--- src/rtl/cipher_round_sequencer_if.sv ---
// rtl/cipher_round_sequencer_if.sv - handshake and round-control bundle for the cipher round sequencer
// Purpose: groups the upstream block handshake, round-datapath controls,
// downstream result handshake and status into one bundle.
// Ports (signals):
//   in_valid/in_ready/decrypt - upstream block handshake and direction
//   abort                     - synchronous abandon of the current block
//   load_en/round_en          - datapath load and round-step strobes
//   round_idx/key_idx         - round number and direction-adjusted subkey index
//   last_round                - final round strobe
//   out_valid/out_ready       - downstream result handshake
//   busy/blocks_done          - status
// Modports: master drives the requests (upstream/downstream side),
//           slave is the sequencer.
interface cipher_round_sequencer_if #(
  parameter int CNT_W  = 5,
  parameter int STAT_W = 16
);
  logic              in_valid;
  logic              in_ready;
  logic              decrypt;
  logic              abort;
  logic              load_en;
  logic              round_en;
  logic [CNT_W-1:0]  round_idx;
  logic [CNT_W-1:0]  key_idx;
  logic              last_round;
  logic              out_valid;
  logic              out_ready;
  logic              busy;
  logic [STAT_W-1:0] blocks_done;

  modport master (
    output in_valid, decrypt, abort, out_ready,
    input  in_ready, load_en, round_en, round_idx, key_idx, last_round,
           out_valid, busy, blocks_done
  );

  modport slave (
    input  in_valid, decrypt, abort, out_ready,
    output in_ready, load_en, round_en, round_idx, key_idx, last_round,
           out_valid, busy, blocks_done
  );
endinterface

--- src/rtl/cipher_round_sequencer.sv ---
// rtl/cipher_round_sequencer.sv - block-cipher round sequencer with load/round/done handshakes
// Purpose: accepts a block, pulses load_en, steps the round datapath for
// NUM_ROUNDS cycles, then holds out_valid until the result is taken.
// Ports:
//   clk    - clock
//   n_rst  - asynchronous active-low reset
//   bus    - cipher_round_sequencer_if.slave (handshakes, round controls, status)
// Optional feature macro: CIPHER_SEQ_PIPE_ACCEPT_EN
//   defined   - a new block can be accepted in DONE on the output handshake
//               cycle, going straight to LOAD with no IDLE cycle.
//   undefined - blocks are accepted only in IDLE.
module cipher_round_sequencer #(
  parameter int NUM_ROUNDS = 16,
  parameter int CNT_W      = 5,
  parameter int STAT_W     = 16
) (
  input  logic                    clk,
  input  logic                    n_rst,
  cipher_round_sequencer_if.slave bus
);

  typedef enum logic [1:0] {IDLE, LOAD, ROUND, DONE} state_t;

  localparam logic [CNT_W-1:0] LAST_IDX = CNT_W'(NUM_ROUNDS - 1);

  state_t            state_q, state_d;
  logic [CNT_W-1:0]  cnt_q, cnt_d;
  logic              dir_q, dir_d;
  logic [STAT_W-1:0] done_q, done_d;

  // Outputs are registered from the next-state values, so they line up
  // with the state they describe while staying glitch-free.
  logic              in_ready_q;
  logic              load_en_q;
  logic              round_en_q;
  logic [CNT_W-1:0]  round_idx_q;
  logic [CNT_W-1:0]  key_idx_q;
  logic              last_round_q;
  logic              out_valid_q;
  logic              busy_q;

  always_comb begin
    state_d = state_q;
    cnt_d   = cnt_q;
    dir_d   = dir_q;
    done_d  = done_q;
    if (bus.abort) begin
      state_d = IDLE;
      cnt_d   = '0;
    end else begin
      case (state_q)
        IDLE: begin
          if (bus.in_valid) begin
            dir_d   = bus.decrypt;
            cnt_d   = '0;
            state_d = LOAD;
          end
        end
        LOAD: begin
          cnt_d   = '0;
          state_d = ROUND;
        end
        ROUND: begin
          if (cnt_q == LAST_IDX) begin
            cnt_d   = '0;
            state_d = DONE;
          end else begin
            cnt_d = cnt_q + CNT_W'(1);
          end
        end
        DONE: begin
          if (bus.out_ready) begin
            done_d  = done_q + STAT_W'(1);
            state_d = IDLE;
`ifdef CIPHER_SEQ_PIPE_ACCEPT_EN
            if (bus.in_valid) begin
              dir_d   = bus.decrypt;
              cnt_d   = '0;
              state_d = LOAD;
            end
`endif
          end
        end
        default: state_d = IDLE;
      endcase
    end
  end

  always_ff @(posedge clk or negedge n_rst) begin
    if (!n_rst) begin
      state_q      <= IDLE;
      cnt_q        <= '0;
      dir_q        <= 1'b0;
      done_q       <= '0;
      in_ready_q   <= 1'b1;
      load_en_q    <= 1'b0;
      round_en_q   <= 1'b0;
      round_idx_q  <= '0;
      key_idx_q    <= '0;
      last_round_q <= 1'b0;
      out_valid_q  <= 1'b0;
      busy_q       <= 1'b0;
    end else begin
      state_q      <= state_d;
      cnt_q        <= cnt_d;
      dir_q        <= dir_d;
      done_q       <= done_d;
      in_ready_q   <= (state_d == IDLE);
      load_en_q    <= (state_d == LOAD);
      round_en_q   <= (state_d == ROUND);
      round_idx_q  <= (state_d == ROUND) ? cnt_d : '0;
      // Decrypt walks the key schedule backwards.
      key_idx_q    <= (state_d != ROUND) ? '0 :
                      (dir_d ? (LAST_IDX - cnt_d) : cnt_d);
      last_round_q <= (state_d == ROUND) && (cnt_d == LAST_IDX);
      out_valid_q  <= (state_d == DONE);
      busy_q       <= (state_d != IDLE);
    end
  end

`ifdef CIPHER_SEQ_PIPE_ACCEPT_EN
  // In DONE the sequencer can take a new block exactly when the result leaves.
  assign bus.in_ready = in_ready_q |
                        ((state_q == DONE) && bus.out_ready && !bus.abort);
`else
  assign bus.in_ready = in_ready_q;
`endif

  assign bus.load_en     = load_en_q;
  assign bus.round_en    = round_en_q;
  assign bus.round_idx   = round_idx_q;
  assign bus.key_idx     = key_idx_q;
  assign bus.last_round  = last_round_q;
  assign bus.out_valid   = out_valid_q;
  assign bus.busy        = busy_q;
  assign bus.blocks_done = done_q;

endmodule

--- src/flat_wrapper.sv ---
// flat-port wrapper written by rule: the top's interface ports become plain ports
module cipher_round_sequencer_flat 
#(
  parameter int NUM_ROUNDS = 16,
  parameter int CNT_W      = 5,
  parameter int STAT_W     = 16
)
  (clk, n_rst, bus_in_valid, bus_decrypt, bus_abort, bus_out_ready, bus_in_ready, bus_load_en, bus_round_en, bus_round_idx, bus_key_idx, bus_last_round, bus_out_valid, bus_busy, bus_blocks_done);
  cipher_round_sequencer_if #(.CNT_W(CNT_W), .STAT_W(STAT_W)) bus_i ();
  input  logic clk;
  input  logic n_rst;
  input wire logic [$bits(bus_i.in_valid)-1:0] bus_in_valid;
  input wire logic [$bits(bus_i.decrypt)-1:0] bus_decrypt;
  input wire logic [$bits(bus_i.abort)-1:0] bus_abort;
  input wire logic [$bits(bus_i.out_ready)-1:0] bus_out_ready;
  output wire logic [$bits(bus_i.in_ready)-1:0] bus_in_ready;
  output wire logic [$bits(bus_i.load_en)-1:0] bus_load_en;
  output wire logic [$bits(bus_i.round_en)-1:0] bus_round_en;
  output wire logic [$bits(bus_i.round_idx)-1:0] bus_round_idx;
  output wire logic [$bits(bus_i.key_idx)-1:0] bus_key_idx;
  output wire logic [$bits(bus_i.last_round)-1:0] bus_last_round;
  output wire logic [$bits(bus_i.out_valid)-1:0] bus_out_valid;
  output wire logic [$bits(bus_i.busy)-1:0] bus_busy;
  output wire logic [$bits(bus_i.blocks_done)-1:0] bus_blocks_done;
  assign bus_i.in_valid = bus_in_valid;
  assign bus_i.decrypt = bus_decrypt;
  assign bus_i.abort = bus_abort;
  assign bus_i.out_ready = bus_out_ready;
  assign bus_in_ready = bus_i.in_ready;
  assign bus_load_en = bus_i.load_en;
  assign bus_round_en = bus_i.round_en;
  assign bus_round_idx = bus_i.round_idx;
  assign bus_key_idx = bus_i.key_idx;
  assign bus_last_round = bus_i.last_round;
  assign bus_out_valid = bus_i.out_valid;
  assign bus_busy = bus_i.busy;
  assign bus_blocks_done = bus_i.blocks_done;
  cipher_round_sequencer #(.NUM_ROUNDS(NUM_ROUNDS), .CNT_W(CNT_W), .STAT_W(STAT_W)) u_core (.clk(clk), .n_rst(n_rst), .bus(bus_i));
endmodule
--- config.mk ---
export PLATFORM = sky130hd
export DESIGN_NAME = cipher_round_sequencer_flat
export DESIGN_NICKNAME = d
export VERILOG_FILES = /design/src/rtl/cipher_round_sequencer_if.sv /design/src/rtl/cipher_round_sequencer.sv /design/src/flat_wrapper.sv
export SDC_FILE = /design/constraint.sdc
export NUM_CORES = 1
export LEC_CHECK = 0
export CORE_MARGIN = 3
export CORE_UTILIZATION = 50
export CTS_CLUSTER_SIZE = 30
export DETAILED_ROUTE_END_ITERATION = 12
export GPL_TIMING_DRIVEN = 0
export HOLD_SLACK_MARGIN = 0.12
export PLACE_DENSITY_LB_ADDON = 0.3
export SLEW_MARGIN = 20
export SYNTH_ARGS = -nofsm -noshare
export SYNTH_HDL_FRONTEND = slang
export SYNTH_SLANG_ARGS = --single-unit
--- constraint.sdc ---
create_clock -name clk -period 2.35 [get_ports clk]
set_clock_uncertainty 0.15 [all_clocks]
set_input_delay 0.3525 -clock clk [delete_from_list [all_inputs] [get_ports clk]]
set_output_delay 0.3525 -clock clk [all_outputs]
set_load 0.01 [all_outputs]
==> results.py <==
metrics = {
    "timing": {
        "fin_ws_ps": 215,
        "hold_viol": 0,
        "max_freq_mhz": 468,
        "post-route-period-util_pct": 90.8,
        "rsz0062_at_grt": "false",
        "timing.hold.ws_ps": 169,
        "slew_headroom_pct": 55.7,
        "period_needed_ps": 2130,
        "slew_viol_final": 0,
        "finalSetupViolations": 0,
        "worstMarginPinSlew_ps": 663,
    },
    "yosys": {
        "netlist_area_sq_um": 1750,
        "ys_types": 42,
        "avgSynthCellArea_sq_um": 11.7,
        "synth_seq_cells": 39,
        "synth_fp_nets": 158,
        "synth_top_area_share_pct": 54.3,
        "async_flop_share_pct": 100,
        "ys_top_cells_by_count": "38 x dfrtp_1, 11 x nand3_1, 11 x xnor2_1",
        "yosysTopAreaCell": "dfrtp_1",
        "synth_flop_cell": "dfrtp_1",
        "synth.area.top_cells": "dfrtp_1 54%, xnor2_1 5.5%, nand3_1 3.1%",
        "yosysWarnings": 0,
        "synth_edf_count": 0,
        "syn-instance-count": 150,
        "yosysMostFrequentCell": "dfrtp_1",
        "synth_seq_area_share_pct": 55.8,
    },
    "floorplan": {
        "num_io_pins": 38,
        "dieArea_sq_um": 4250,
        "die_h_microns": 65.2,
        "row_count": 20,
        "core_area_sq_um": 3200,
        "dieWidth_microns": 65.2,
        "start_util_pct": 54.6,
    },
    "global_route": {
        "gr-usage-all-layers_pct": 19.7,
        "grt-ovfl-total": 0,
        "grt_max_degree": 26,
        "antenna_found_initial": 0,
        "grt_first_pass_wirelength_microns": 6330,
        "first_global_vias": 1350,
    },
    "clock_network": {
        "h-tree-depth": 2,
        "clkLatencyLatePin_ps": 350,
        "clock-root-buffer": "clkbuf_4",
        "cts_sinks": 39,
        "cts_buffer_depth": 2,
        "post_cts_buffers": 0,
        "cts_buffers": 5,
        "cts.reportedPaths.clkPinSlew_ps": 120,
        "cts_tree": "built",
    },
    "placement": {
        "place_ws_ps": -15.9,
        "hpwlAfterDp_microns": 2660,
        "placed_area_sq_um": 2190,
        "gp_congestion": 0.810,
        "port_buffers": 36,
        "dp.cells": 231,
    },
    "route": {
        "wl_per_cell_microns": 15.4,
        "via_per_inst": 5.47,
        "wl_microns": 3690,
        "num_vias": 1312,
        "drcViolationCount": 0,
        "dr.pass1.iters": 4,
        "final_antenna_net_count": 0,
        "drt_iter0_markers": 62,
    },
    "pwr": {
        "p_seq_share_pct": 48.1,
        "combPwrFrac_pct": 16.2,
        "intPower_w": 0.00117,
        "switchingPower_w": 0.000377,
        "ir_drop_uv": 449,
        "p_clk_share_pct": 35.7,
        "switching_share_pct": 24.3,
        "pwr_density_cell_nw_per_um2": 674,
        "leakage_nw": 1.01,
    },
    "critical_path": {
        "worstPathRequired_ps": 2440,
        "critPathKind": "reg -> reg",
        "crit_path_end_kind": "flip-flop",
        "startpoint_type": "flip-flop",
        "rrSetupSlack_ps": 220,
        "arrival_ps": 2220,
        "path_max_fanout": 9,
    },
    "cells_and_area": {
        "drive_above_1_share_pct": 14.3,
        "n_antenna_cell": 0,
        "final_nets": 203,
        "fillers": 265,
        "synthToLayoutAreaGrowth_pct": 31.6,
        "area.sequential_sq_um": 977,
        "multiInputGateArea_sq_um": 711,
        "final_cell_area_sq_um": 2300,
        "fin_util_pct": 71.9,
        "final_cells": 240,
    },
    "min_path": {
        "holdCritPathClass": "in -> reg",
    },
    "run_status": {
        "status": "completed",
    },
    "flow_run": {
        "maxCapViolCount": 0,
    },
}
==> final cells by class <==
| cell class | count | share of cell area [%] |
|---|---|---|
| sequential | 39 | 42.4 |
| tap | 44 | 2.39 |
| clock buffer | 5 | 1.63 |
| clock inverter | 3 | 2.93 |
| buffer | 6 | 1.90 |
| multi-input combinational | 100 | 30.9 |
| inverter | 5 | 0.815 |
| timing repair buffer | 38 | 17.1 |
==> layer usage <==
metal | global-route usage, % | routed length [microns] | up-vias
li1 | - | - | 612
met1 | 24.0 | 1510 | 650
met2 | 33.5 | 1910 | 45
met3 | 4.96 | 229 | 5
met4 | 7.77 | 42 | 0
met5 | 0 | 0 | -
==> worst paths after layout <==
path / to / from / depth (start not counted)
worst max-delay path: u_core.bus.last_round / u_core.cnt_q[0] / 5
worst min-delay path: u_core.cnt_q[3] / bus_abort / 2
worst max register to register: u_core.bus.last_round / u_core.cnt_q[0] / 5
worst min register to register: u_core.bus.blocks_done[15] / u_core.bus.blocks_done[15] / 1
max in group asynchronous: u_core.bus.load_en / n_rst / 3
min in group asynchronous: u_core.bus.busy / n_rst / 2
==> cell usage in the layout, fill, tap and decap left out, types with 2 or more instances in the layout <==
| cell type | n |
|---|---|
| clkbuf_4 | 5 |
| o21ai_0 | 2 |
| nand4_1 | 5 |
| nand3b_1 | 2 |
| nand3_1 | 11 |
| bufinv_16 | 2 |
| xnor2_1 | 11 |
| buf_2 | 3 |
| buf_4 | 3 |
| nor2b_1 | 4 |
| ha_1 | 2 |
| nor3_1 | 4 |
| a31oi_1 | 4 |
| nand2_1 | 10 |
| clkdlybuf4s50_1 | 35 |
| nor2_1 | 8 |
| o21a_1 | 2 |
| dfrtp_1 | 38 |
| inv_1 | 5 |
| nand2b_1 | 2 |
| a21oi_1 | 3 |
| mux2i_1 | 3 |
| or2_2 | 2 |
| xor2_1 | 6 |
==> critical path, stage by stage, from the launching register on <==
cell and delay, ps:
dfrtp_1 440, ha_1 240, nand3_1 150, o311ai_2 630, and2b_1 260, nor3b_2 150
==> state kept, by name, indices dropped and copies added (netlist names) <==
register / cells
u_core.bus.out_valid: 1
u_core.dir_q: 1
u_core.bus.key_idx: 5
u_core.bus.busy: 1
u_core.bus.load_en: 1
u_core.state_q: 2
u_core.bus.blocks_done: 16
u_core.cnt_q: 5
u_core.bus.in_ready: 1
u_core.bus.round_en: 1
u_core.bus.round_idx: 4
u_core.bus.last_round: 1
==> what timing repair did <==
item                      4_1_cts  5_1_grt
hold endpoints to repair       39        0
resized for setup               0        0
hold buffers                    1        0
==> logic make-up after synthesis <==
group	after synthesis	synth area share, %
flip-flops	39	55.8
XOR/XNOR	17	8.51
adder cells (fa/ha/maj)	2	1.43
multiplexers	4	2.36
buffers and inverters	11	3.57
AO/OA/AOI/OAI	17	7.93
AND/OR/NAND/NOR	60	20.4
==> power groups by stage <==
| stage | Sequential (W) | Clock [W] | Combinational, W |
|---|---|---|---|
| after floorplan | 0.000772 | 0 | 0.000115 |
| after global placement | 0.000756 | 0 | 0.000240 |
| after detailed placement | 0.000761 | 0 | 0.000253 |
| after CTS | 0.000748 | 0.000563 | 0.000255 |
| after global routing | 0.000752 | 0.000597 | 0.000278 |
| final | 0.000747 | 0.000554 | 0.000251 |
==> metrics by stage <==
| stage | TNS, ps | power (W) |
|---|---|---|
| 2_1_floorplan | 0 | 0.000887 |
| 3_3_place_gp | -2250 | 0.000996 |
| 3_5_place_dp | -15.9 | 0.00101 |
| 4_1_cts | 0 | 0.00157 |
| 5_1_grt | 0 | 0.00163 |
| 6_report | 0 | 0.00155 |
Power figures use the tool's default switching activity.
